===== src/rtl/mux_4x1_rr.sv =====
// Clocked 4-to-1 valid/ready stream merger with round-robin arbitration.
// The output word is registered and tagged with the index of its source channel.
module mux_4x1_rr #(
   parameter int unsigned WIDTH = 8
) (
   input  logic               clk,
   input  logic               rst_n,
   input  logic [3:0]         in_valid,
   input  logic [4*WIDTH-1:0] in_data,
   output logic [3:0]         in_ready,
   output logic               out_valid,
   output logic [WIDTH-1:0]   out_data,
   output logic [1:0]         out_sel,
   input  logic               out_ready
);

   logic [1:0]       r_ptr;
   logic             r_out_valid;
   logic [WIDTH-1:0] r_out_data;
   logic [1:0]       r_out_sel;

   logic             w_load;
   logic             w_grant_valid;
   logic [1:0]       w_grant_idx;
   logic [1:0]       w_scan_idx;
   logic             w_xfer;

   assign w_load = !r_out_valid || out_ready;

   // Scan from the priority pointer upward; the first requester wins.
   always_comb begin
      w_grant_valid = 1'b0;
      w_grant_idx   = 2'd0;
      w_scan_idx    = 2'd0;
      for (int k = 0; k < 4; k++) begin
         w_scan_idx = r_ptr + 2'(k);
         if (!w_grant_valid && in_valid[w_scan_idx]) begin
            w_grant_valid = 1'b1;
            w_grant_idx   = w_scan_idx;
         end
      end
   end

   assign w_xfer = rst_n && w_load && w_grant_valid;

   always_comb begin
      in_ready = 4'b0000;
      if (w_xfer) begin
         in_ready[w_grant_idx] = 1'b1;
      end
   end

   always_ff @(posedge clk) begin
      if (!rst_n) begin
         r_ptr       <= 2'd0;
         r_out_valid <= 1'b0;
         r_out_data  <= '0;
         r_out_sel   <= 2'd0;
      end else if (w_load) begin
         if (w_grant_valid) begin
            r_out_valid <= 1'b1;
            r_out_data  <= in_data[w_grant_idx*WIDTH +: WIDTH];
            r_out_sel   <= w_grant_idx;
            r_ptr       <= w_grant_idx + 2'd1;
         end else begin
            r_out_valid <= 1'b0;
         end
      end
   end

   assign out_valid = r_out_valid;
   assign out_data  = r_out_data;
   assign out_sel   = r_out_sel;

endmodule

===== config.mk =====
export PLATFORM = sky130hd
export DESIGN_NAME = mux_4x1_rr
export DESIGN_NICKNAME = d
export VERILOG_FILES = /design/src/rtl/mux_4x1_rr.sv
export SDC_FILE = /design/constraint.sdc
export NUM_CORES = 1
export LEC_CHECK = 0
export BUFFER_PORTS_ARGS = -buffer_cell sky130_fd_sc_hd__buf_2
export CAP_MARGIN = 40
export CORE_ASPECT_RATIO = 0.6
export CORE_MARGIN = 4
export CORE_UTILIZATION = 38
export CTS_CLUSTER_DIAMETER = 200
export DETAILED_ROUTE_END_ITERATION = 6
export HOLD_SLACK_MARGIN = 0.05
export PLACE_DENSITY = 0.83
export SLEW_MARGIN = 25
export SYNTH_ARGS = -nofsm -noshare
export SYNTH_HDL_FRONTEND = slang
export SYNTH_SLANG_ARGS = --single-unit

===== constraint.sdc =====
create_clock -name clk -period 2.2 [get_ports clk]
set_input_delay 0.66 -clock clk [delete_from_list [all_inputs] [get_ports clk]]
set_output_delay 0.66 -clock clk [all_outputs]
set_load 0.01 [all_outputs]

; ---- Yosys cells after proc, flatten, opt, wreduce, memory -nomap -nowiden
; Index checks and enable logic that the tools add are counted.
[word_totals]
elab_cells = 47
reg_bits = 13
latchBits = 0
ram_bits = 0
rom_bits = 0
out_inout_bits = 15
mem_count = 0
input_bits = 39
[op_classes]
order_cmp = 6
reduce_logical = 12
bitwise = 0
n_shift = 1
addsub = 4
div = 0
n_eq_ne = 0
mul = 0
mux = 20
[op_table]
columns = op, count
row1 = $shiftx 32x6->8, 1
row2 = $lt 2x3->1 const B, 5
row3 = $mux 1, 10
row4 = $bmux 1 s2, 4
row5 = $mux 2, 4
row6 = $logic_and 1x1->1, 6
row7 = $add 2x1->2 const B, 2
row8 = $add 2x2->2 const B, 2
row9 = $logic_not 1->1, 4
row10 = $mux 4, 1
row11 = $demux 1 s2, 1
row12 = $ge 2x1->1 const B, 1
row13 = $reduce_and 2->1, 1
row14 = $logic_or 1x1->1, 1

; ---- Depth between registers and ports, before layout
; Gate-level depths: netlist (run 1).
[depth]
ltp_word = 17
mapped_depth = 6
ltp_nobuf = 5

; ---- Least setup slack after synthesis (run 1)
; OpenSTA, ideal clock, no wires.
[synth_path]
path_type = input to output
from = in in_valid[2]
to = out in_ready[0]
path_stages = 3
t_arrival_ps = 1635
path_slack_ps = -95
required_ps = 1540
path_buffers = 0
cell_sequence = nor2b_2 o311ai_4 and3_1
[synth_via]
elab_chain_len = 17
word_cells_on_any_way = 29
cone_classes = 2 x order compare / 19 x mux / 8 x reduce/logical
[synth_lines]
columns = element, line
row1 = from (decl), 8  ; input logic [3:0] in_valid,
row2 = $bmux 1 s2, 37  ; if (!w_grant_valid && in_valid[w_scan_idx]) begin
row3 = $mux 1 (implied by the code), 37
row4 = $mux 1, 37
row5 = $logic_not 1->1, 37
row6 = $logic_and 1x1->1, 37
row7 = $mux 1, 37
row8 = $logic_not 1->1, 37
row9 = $logic_and 1x1->1, 37
row10 = $mux 1, 37
row11 = $logic_not 1->1, 37
row12 = $logic_and 1x1->1, 37
row13 = $mux 2, 37
row14 = $lt 2x3->1 (implied by the code) / $ge 2x1->1 (equally long branches), 49  ; in_ready[w_grant_idx] = 1'b1;
row15 = $logic_and 1x1->1 (implied by the code), 49
row16 = $mux 1 (implied by the code), 49
row17 = $demux 1 s2, 49
row18 = $mux 4 (*), 48  ; if (w_xfer) begin
row19 = to (decl), 10  ; output logic [3:0] in_ready,
; Every way passes the cells marked *; elsewhere a longest branch is shown, timed or not. The select of a mux whose other input is x is not followed.

; ---- Worst setup path after layout (run 1)
[layout_path]
from = in in_valid[2]
to = out in_ready[2]
; The elaborated chain is that of the path after synthesis.

==> results.md, run 1 <==
- Of the total power, registers draw between 30% and 40%.
- The clock insertion delay at the later pin of the skew report is about 0.24 ns.
- The first detailed-routing pass ran for 4 iterations.
- The path with the worst hold slack has its endpoint at out_sel[1].
- The register bit total from synthesis is 13.
- The wire-length estimate of the detail-placed layout is about 2300 um.
- The part of the cycle the worst path needs is 108.3%.
- Once routing completed, OpenROAD measured the worst setup slack at -0.1836 ns.
- The floorplan step set the die width to 69.76 um.
- In this run, the clock network consumes around a quarter of the power.
- The transition time at the pin with the least slew margin is 0.4186 ns.
- The synthesized area per cell is between 9 and 10 um^2.
- The area of the multi-input gates is between 600 and 700 um^2.
- Dividing the detail-routed via count by the number of cells gives about 5.6.
- The net count after synthesis is 130.
- The detailed router placed between 1,000 and 1,500 vias in this run.
- The max-cap check violation count is 0.
- The root buffer cell is clkbuf_8.
- The initialized floorplan defines 13 standard-cell rows.
- The post-detailed-route wirelength per cell is roughly 17 um.
- The number of pins exceeding their max-slew limit in the final report was 0.
- The clock tree skew after final layout is around 0.0058 ns.
- The maximum clock path buffer count is 2.
- After synthesis the cells add up to 869.6 um^2.
- The number of clock buffers inserted by TritonCTS is 3.
- The H-tree depth is 1.
- The worst-case hold slack is approximately 0.47 ns.
- The share of post-route cells with drive strength above 1 is 62.05%.
- The initial core utilization is between 40% and 50%.
- The worst hold-check path type is reg -> reg.
- The upper clock frequency limit is 419.5 MHz.
- After layout, the design draws a total of approximately 0.86 mW.
- The source of the worst register-to-register timing path is r_ptr[0].
- Clock-pin slew was measured on the worst setup and hold paths at roughly 0.06 ns.
- In the final design database the tool counted 206 nets.
- The flow ran to the end, but the final reports show violations.
- The cell type contributing the most total cell area after synthesis is dfxtp_1.
- Per report_power, the combinational group accounts for 41.3% of the total.
- The critical register-to-register path endpoint is out_data[6].
- The number of enable flip-flop cells after synthesis is 0.
- Leaving out fill and tap cells, the most frequent cell in the layout is buf_2.
- The number of different library cells used by synthesis comes to 32.
- The number of diodes added for antenna fixing is 0.
- The most common flop cell mapped by yosys is dfxtp_1.
- Fill cells in the final layout number 155.
- The nature of the critical path endpoint is a primary output.
- The number of warnings issued by yosys is 0.
- Data arrives at the worst endpoint at between 1.5 and 2 ns.
- The number of antenna violations at the first check in global routing was 0.
- Once detail routing completed, the nets flagged for antenna violations numbered 0.
- Measured against its own limit, the worst slew margin works out to between 70 and 80%.
- Synthesis produced approximately 90 cells.
- The sequential cells in the finished layout cover a total of between 200 and 300 um^2.
- The number of stages on the worst hold path is 2.
- The post-layout minimum cycle time is roughly 2.4 ns.
- The finished layout holds 196 standard cells, fillers aside.
- The number of sinks handled by clock tree synthesis is 13.
- The count of boundary I/O pins is 54.
- The fraction of registers with async set or reset after synthesis is 0%.
- In the post-synthesis netlist, the biggest area contributors are dfxtp_1 30%, a221oi_2 14%, mux2i_1 9.2%.
- The summed area of non-filler cells in the final layout is approximately 0.0014 mm^2.
- TritonCTS built the clock tree.
- Power spread over the standard cell area amounts to between 600 and 700 mW/mm^2.
- The number of global-route vias before repair came to ~1,100.
- The residual DRC count is 0.
- For this design the static power due to leakage is between 0.6 and 0.7 nW.
- The peak supply drop is about 0.00035 V.
- After floorplanning, the core was sized to cover 0.002163 mm^2.
- The vertical die dimension is between 40 and 50 um.
- The checks that failed: negative setup slack.
- The final-report setup violation count is 4.
- Setup repair after global routing could not meet its margin everywhere.
- Counting tap cells, the placed design contains a total of ~180 instances.
- The number of buffers inserted for hold repair after clock tree synthesis is 0.
- The number of cells on the worst reg-to-reg path is 8.
- The maximum number of pins on one net before global-route repair is 13.
- Internal power comes to between 0.5 and 0.6 mW.
- The congestion estimate from routability-driven global placement came to between 0.8 and 0.9.
- After global routing the overflow that remains totals 0.
- The critical path in this run is classified as in -> out.
- For this block, the initial DRC count from the detailed router was 33.
- Net switching is about a third of the power.
- The total net switching power is approximately 0.28 mW.
- The final count of hold timing violations is 0.
- The minimum setup slack among reg-to-reg paths is approximately 0.47 ns.
- Leaving out fill and tap cells, the most frequent cells in the layout are 49 x buf_2, 23 x buf_4, 12 x dfxtp_1.
- The required time of the critical path is 1.54 ns.
- The fraction of post-synthesis cell area in the top cell type by area is 29.93%.
- The final standard cell utilization of the core is about two thirds.
- The wire length of the first global-routing pass is approximately 5000 um.
- The launch point of the worst hold path is out_sel[1].
- In this run the cell area measured after placement is 0.001262 mm^2.
- The wire length reported by the detailed router is about 3400 um.
- The peak fanout along the critical path is 4.
- The global-route total usage across every layer is around a fifth.
- The synthesis-to-layout area growth is 63.17%.
- The share of the yosys chip area belonging to registers is between 20% and 30%.
- The startpoint type of the worst setup path is a primary input.
- The die covers 0.003143 mm^2.
- The number of buffers added on ports is 53.
-- area by class of cell --
cell class                 instances  share of cell area (%)
multi-input combinational         73                   42.86
timing repair buffer              76                   32.89
sequential                        13                   18.43
clock buffer                       4                   3.175
tap                               30                   2.646
-- repair_timing --
item	CTS	global route
setup buffers	6	3
pin swaps	5	2
gates resized for setup	7	3
setup endpoints to repair	4	4
-- kinds of logic (layout without fill, tap and decap cells) --
family,after synthesis,after routing,synth area share (%)
AOI/OAI and AO/OA,35,35,36.55
muxes,8,8,9.209
buffers and inverters,5,80,4.028
and+or+nand+nor,30,30,20.29
DFF,13,13,29.93
-- metrics by stage --
stage	TNS, ns	setup slack [ns]
CTS	-0.5050	-0.1299
floorplan	-0.02435	-0.01217
global route	-0.8435	-0.2438
finish	-0.6964	-0.1836
global placement	-0.6196	-0.1583
detailed placement	-0.7353	-0.2229
-- how the worst max path moves through the flow --
stage	start	end	slack [ns]	depth (start not counted)
detailed placement	in_valid[0]	in_ready[2]	-0.22	7
finish	in_valid[2]	in_ready[2]	-0.18	7
CTS	in_valid[2]	in_ready[2]	-0.13	7
global route	in_valid[0]	in_ready[2]	-0.24	7
floorplan	in_valid[3]	in_ready[0]	-0.01	5
global placement	in_valid[0]	in_ready[2]	-0.16	7
-- layer usage --
| metal | GRT usage, % | vias to the layer above | wire length, um |
|---|---|---|---|
| li1 | - | 502 | - |
| met1 | 25.81 | 515 | 1384 |
| met2 | 36.55 | 77 | 1609 |
| met3 | 5.333 | 6 | 324 |
| met4 | 8.397 | 0 | 36 |
| met5 | 0 | - | 0 |
-- registers in the layout (all words and copies together), names as in the netlist --
signal     count
out_data       8
out_sel        2
r_ptr          2
out_valid      1
-- power by group through the flow --
| stage | clock [mW] | sequential, mW | combinational (mW) |
|---|---|---|---|
| after floorplan | 0 | 0.302 | 0.174 |
| after global placement | 0 | 0.291 | 0.304 |
| after detailed placement | 0 | 0.293 | 0.314 |
| after CTS | 0.213 | 0.288 | 0.335 |
| after global routing | 0.227 | 0.294 | 0.377 |
| final | 0.214 | 0.291 | 0.355 |
-- critical path: stages --
cell and delay (ns):
buf_8 0.10, or3_4 0.42, nor2_4 0.14, nor2_4 0.07, nand3_2 0.13, nor2b_1 0.06
buf_2 0.13
-- cell usage after synthesis, types with 2 or more instances --
| cell type | number |
|---|---|
| a221oi_2 | 8 |
| and3_1 | 2 |
| buf_6 | 2 |
| clkbuf_1 | 2 |
| dfxtp_1 | 13 |
| mux2i_1 | 8 |
| nand2_1 | 4 |
| nand2_2 | 2 |
| nor2_1 | 6 |
| nor2_2 | 2 |
| nor2b_1 | 5 |
| o21ai_0 | 10 |
| o22ai_1 | 8 |
Note: power is estimated with default switching activity, not from simulation.
==> run 2, diff against run 1 <==
==> config.mk (replaced) <==
export PLATFORM = sky130hd
export DESIGN_NAME = mux_4x1_rr
export DESIGN_NICKNAME = d
export VERILOG_FILES = /design/src/rtl/mux_4x1_rr.sv
export SDC_FILE = /design/constraint.sdc
export NUM_CORES = 1
export LEC_CHECK = 0
export CAP_MARGIN = 40
export CORE_MARGIN = 4
export CORE_UTILIZATION = 45
export CTS_CLUSTER_DIAMETER = 200
export DETAILED_ROUTE_END_ITERATION = 6
export DONT_BUFFER_PORTS = 1
export PLACE_DENSITY = 0.7
export SLEW_MARGIN = 25
export SYNTH_ARGS = -nofsm -noshare
export SYNTH_HDL_FRONTEND = slang
export SYNTH_SLANG_ARGS = --single-unit
==> run 2 against run 1 <==
Effect of this change: the flow now finishes without violations; sequential cell count unchanged; clock power fell by 31%; final cell count is 38% lower; register-to-register slack improved by 0.08 ns; via count is 31% lower; design area fell by 31%; critical path depth down 3; worst setup slack improved by 0.23 ns; sequential power increased by 4%; fmax up 11%; critical path type unchanged.
==> results.md, run 2 (synthesized netlist as in run 1, its figures left out) <==
- The number of vias after detailed routing was 757 (-31%).
- The clock tree skew after final layout is 0.001059 ns (-0.004731 ns).
- The aggregate global routing overflow came to 0 (unchanged).
- The leakage power is 0.3845 nW (-45%).
- The commonest non-fill, non-tap cell in the layout is dfxtp_1.
- The number of antenna violations at the first check in global routing came to 0 (unchanged).
- The max-cap check violation count is 0 (unchanged).
- The part of the cycle the worst path needs was 98.04% (-10 points).
- The slowest stage of the critical path is the or3_4 cell.
- The area after detailed placement is 938.4 um^2 (-26%).
- The residual antenna-violating net count after detailed routing is 0 (unchanged).
- The H-tree depth is 1 (unchanged).
- The most frequent cell on the critical path is nor2_4.
- The run finished with clean final reports.
- The worst slew margin relative to its limit is 77.18% (+5.2 points).
- The number of sinks handled by clock tree synthesis was 13 (unchanged).
- The CTS tree is yes.
- The wire length reported by the detailed router was 2309 um (-31%).
- The maximum clock path buffer count was 2 (unchanged).
- The peak fanout along the critical path was 8 (+4).
- The final count of hold timing violations is 0 (unchanged).
- The worst hold-check path type is reg -> reg.
- The upper clock frequency limit is 463.6 MHz (+11%).
- The number of clock buffers inserted by TritonCTS came to 3 (unchanged).
- The clock-pin slew of the registers on the worst-case setup and hold paths is 0.08 ns (+0.02 ns).
- The peak supply drop is 0.0003652 V (+5.0%).
- The number of diodes added for antenna fixing is 0 (unchanged).
- The power density normalized to cell area is 678.9 mW/mm^2 (+12%).
- The buffering stage count on the worst path with inverters included is 0 (-2).
- The vertical die dimension came to 51.96 um (+15%).
- The longest individual stage delay on the worst path is 0.41 ns (about the same).
- The cell family with the largest share of critical-path delay is simple AND/OR/NAND/NOR gates.
- The required time of the critical path is 1.54 ns (about the same).
- The post-layout minimum cycle time was 2.157 ns (-0.2268 ns).
- The nature of the critical path endpoint is a primary output.
- The transition time at the pin with the least slew margin is 0.3415 ns (-0.07710 ns).
- The maximum number of pins on one net before global-route repair is 18 (+5).
- The number of nets at the end of the flow is 137 (-33%).
- The count of boundary I/O pins came to 54 (unchanged).
- The final total power is 0.6659 mW (-23%).
- The instance count after placement with tap cells included is 118 (-36%).
- CTS placed an instance of clkbuf_4 at the clock tree root.
- The number of buffers added on ports is 0 (-100%).
- The final-report setup violation count came to 0 (-4).
- The half-perimeter wire length of the detailed placement result was 1735 um (-25%).
- The width of the die was 51.96 um (-26%).
- The global-route total usage across every layer is 17.76% (-3.3 points).
- The summed area of non-filler cells in the final layout is 980.9 um^2 (-31%).
- The number of pins exceeding their max-slew limit in the final report is 0 (unchanged).
- The endpoint arrival time on the critical path is 1.50 ns (-0.22 ns).
- The area of the die is 0.002700 mm^2 (-14%).
- In the layout the commonest cells are 13 x dfxtp_1, 10 x o21ai_0, 8 x mux2i_1, 8 x a221oi_2, 8 x o22ai_1.
- The residual DRC count is 0 (unchanged).
- The flip-flop count of the largest register, all copies and words added came to 8 (unchanged).
- The filler cell count in the final layout came to 165 (+6.5%).
- The worst-case hold slack is 0.5095 ns (+0.04428 ns).
- The number of global-route vias before repair is 742 (-31%).
- The initial core utilization is 48.77% (+8.6 points).
- The routability congestion estimate from global placement is 0.7623 (-8.1%).
- The via density per instance is 6.205 (+11%).
- The area of the core is 0.001783 mm^2 (-18%).
- The non-filler instance count after layout was 122 (-38%).
- The number of buffers inserted for hold repair after clock tree synthesis is 0 (unchanged).
- Traced cell by cell, the critical path runs through or3_4 -> nor2_4 -> nor2_4 -> and3_4.
- Relative to the synthesized area, the layout overhead comes to 12.81%.
- The first-iteration detailed-routing DRC count is 19 (-42%).
- The row count is 15 (+2).
- The critical path in this run is classified as in -> out.
- The wire length of the first global-routing pass is 3519 um (-32%).
- The startpoint type of the worst setup path is a primary input.
- The post-detailed-route wirelength per cell is 18.93 um (+11%).
- The share of post-route cells with drive strength above 1 is 35.05% (-27 points).
- The first-pass detailed-route iteration total is 4 (unchanged).
- The clock insertion delay at the later pin of the skew report is 0.27 ns (+0.03 ns).
## run 2: changes by cell type in the layout (fill, tap and decap cells not counted), sizes merged
cell,previous run,this run
buf,76,7
## run 2: area by class of cell
type	count	area, um^2	area share, %
Clock buffer	4	26.28	2.679
Timing Repair Buffer	7	52.55	5.357
Multi-Input combinational cell	73	610.6	62.24
Tap cell	25	31.28	3.189
Sequential cell	13	260.3	26.53
## run 2: final timing paths
check,start,endpoint,slack (ns),cells after the start
worst min register to register,out_sel[1],out_sel[1],0.51,2
worst max register to register,r_ptr[0],out_data[3],0.55,7
worst max-delay path,in_valid[3],in_ready[1],0.04,4
worst min-delay path,out_sel[1],out_sel[1],0.51,2
## run 2: where the power goes
part	switching [mW]	internal, mW	total, mW
clock network	0.0768	0.0701	0.147
registers	0.0356	0.266	0.302
logic	0.109	0.108	0.217
## run 2: metal layers
layer	up-vias	share of wire [%]	track usage [%]	wire length [um]
met4	0	0.52	5.240	12
met2	36	51	29.29	1179
met3	2	9.1	4.298	211
met1	353	39	22.65	905
met5	-	0	0	0
li1	366	-	-	-
## run 2: worst reg2reg max path, delay by kind of cell (launching register included)
kind                   cells  cell delay, ns
DFF                        1            0.32
buffers and inverters      2            0.43
AOI/OAI and AO/OA          2            0.33
and+or+nand+nor            2            0.22
muxes                      1            0.24
## run 2: metrics by stage
stage / worst slack (ns) / setup TNS (ns) / utilization (%)
after floorplan: -0.01217 / -0.02435 / -
after global placement: 0.03502 / 0 / 52.63
after detailed placement: 0.01602 / 0 / 52.63
after CTS: 0.01645 / 0 / 54.39
after global routing: -0.006372 / -0.006372 / 55.02
final: 0.04312 / 0 / 55.02
## run 2: what timing repair did
item | in CTS | in global routing
setup endpoints to repair | 2 | 2
buffers inserted | 0 | 0
gates resized for setup | 2 | 2
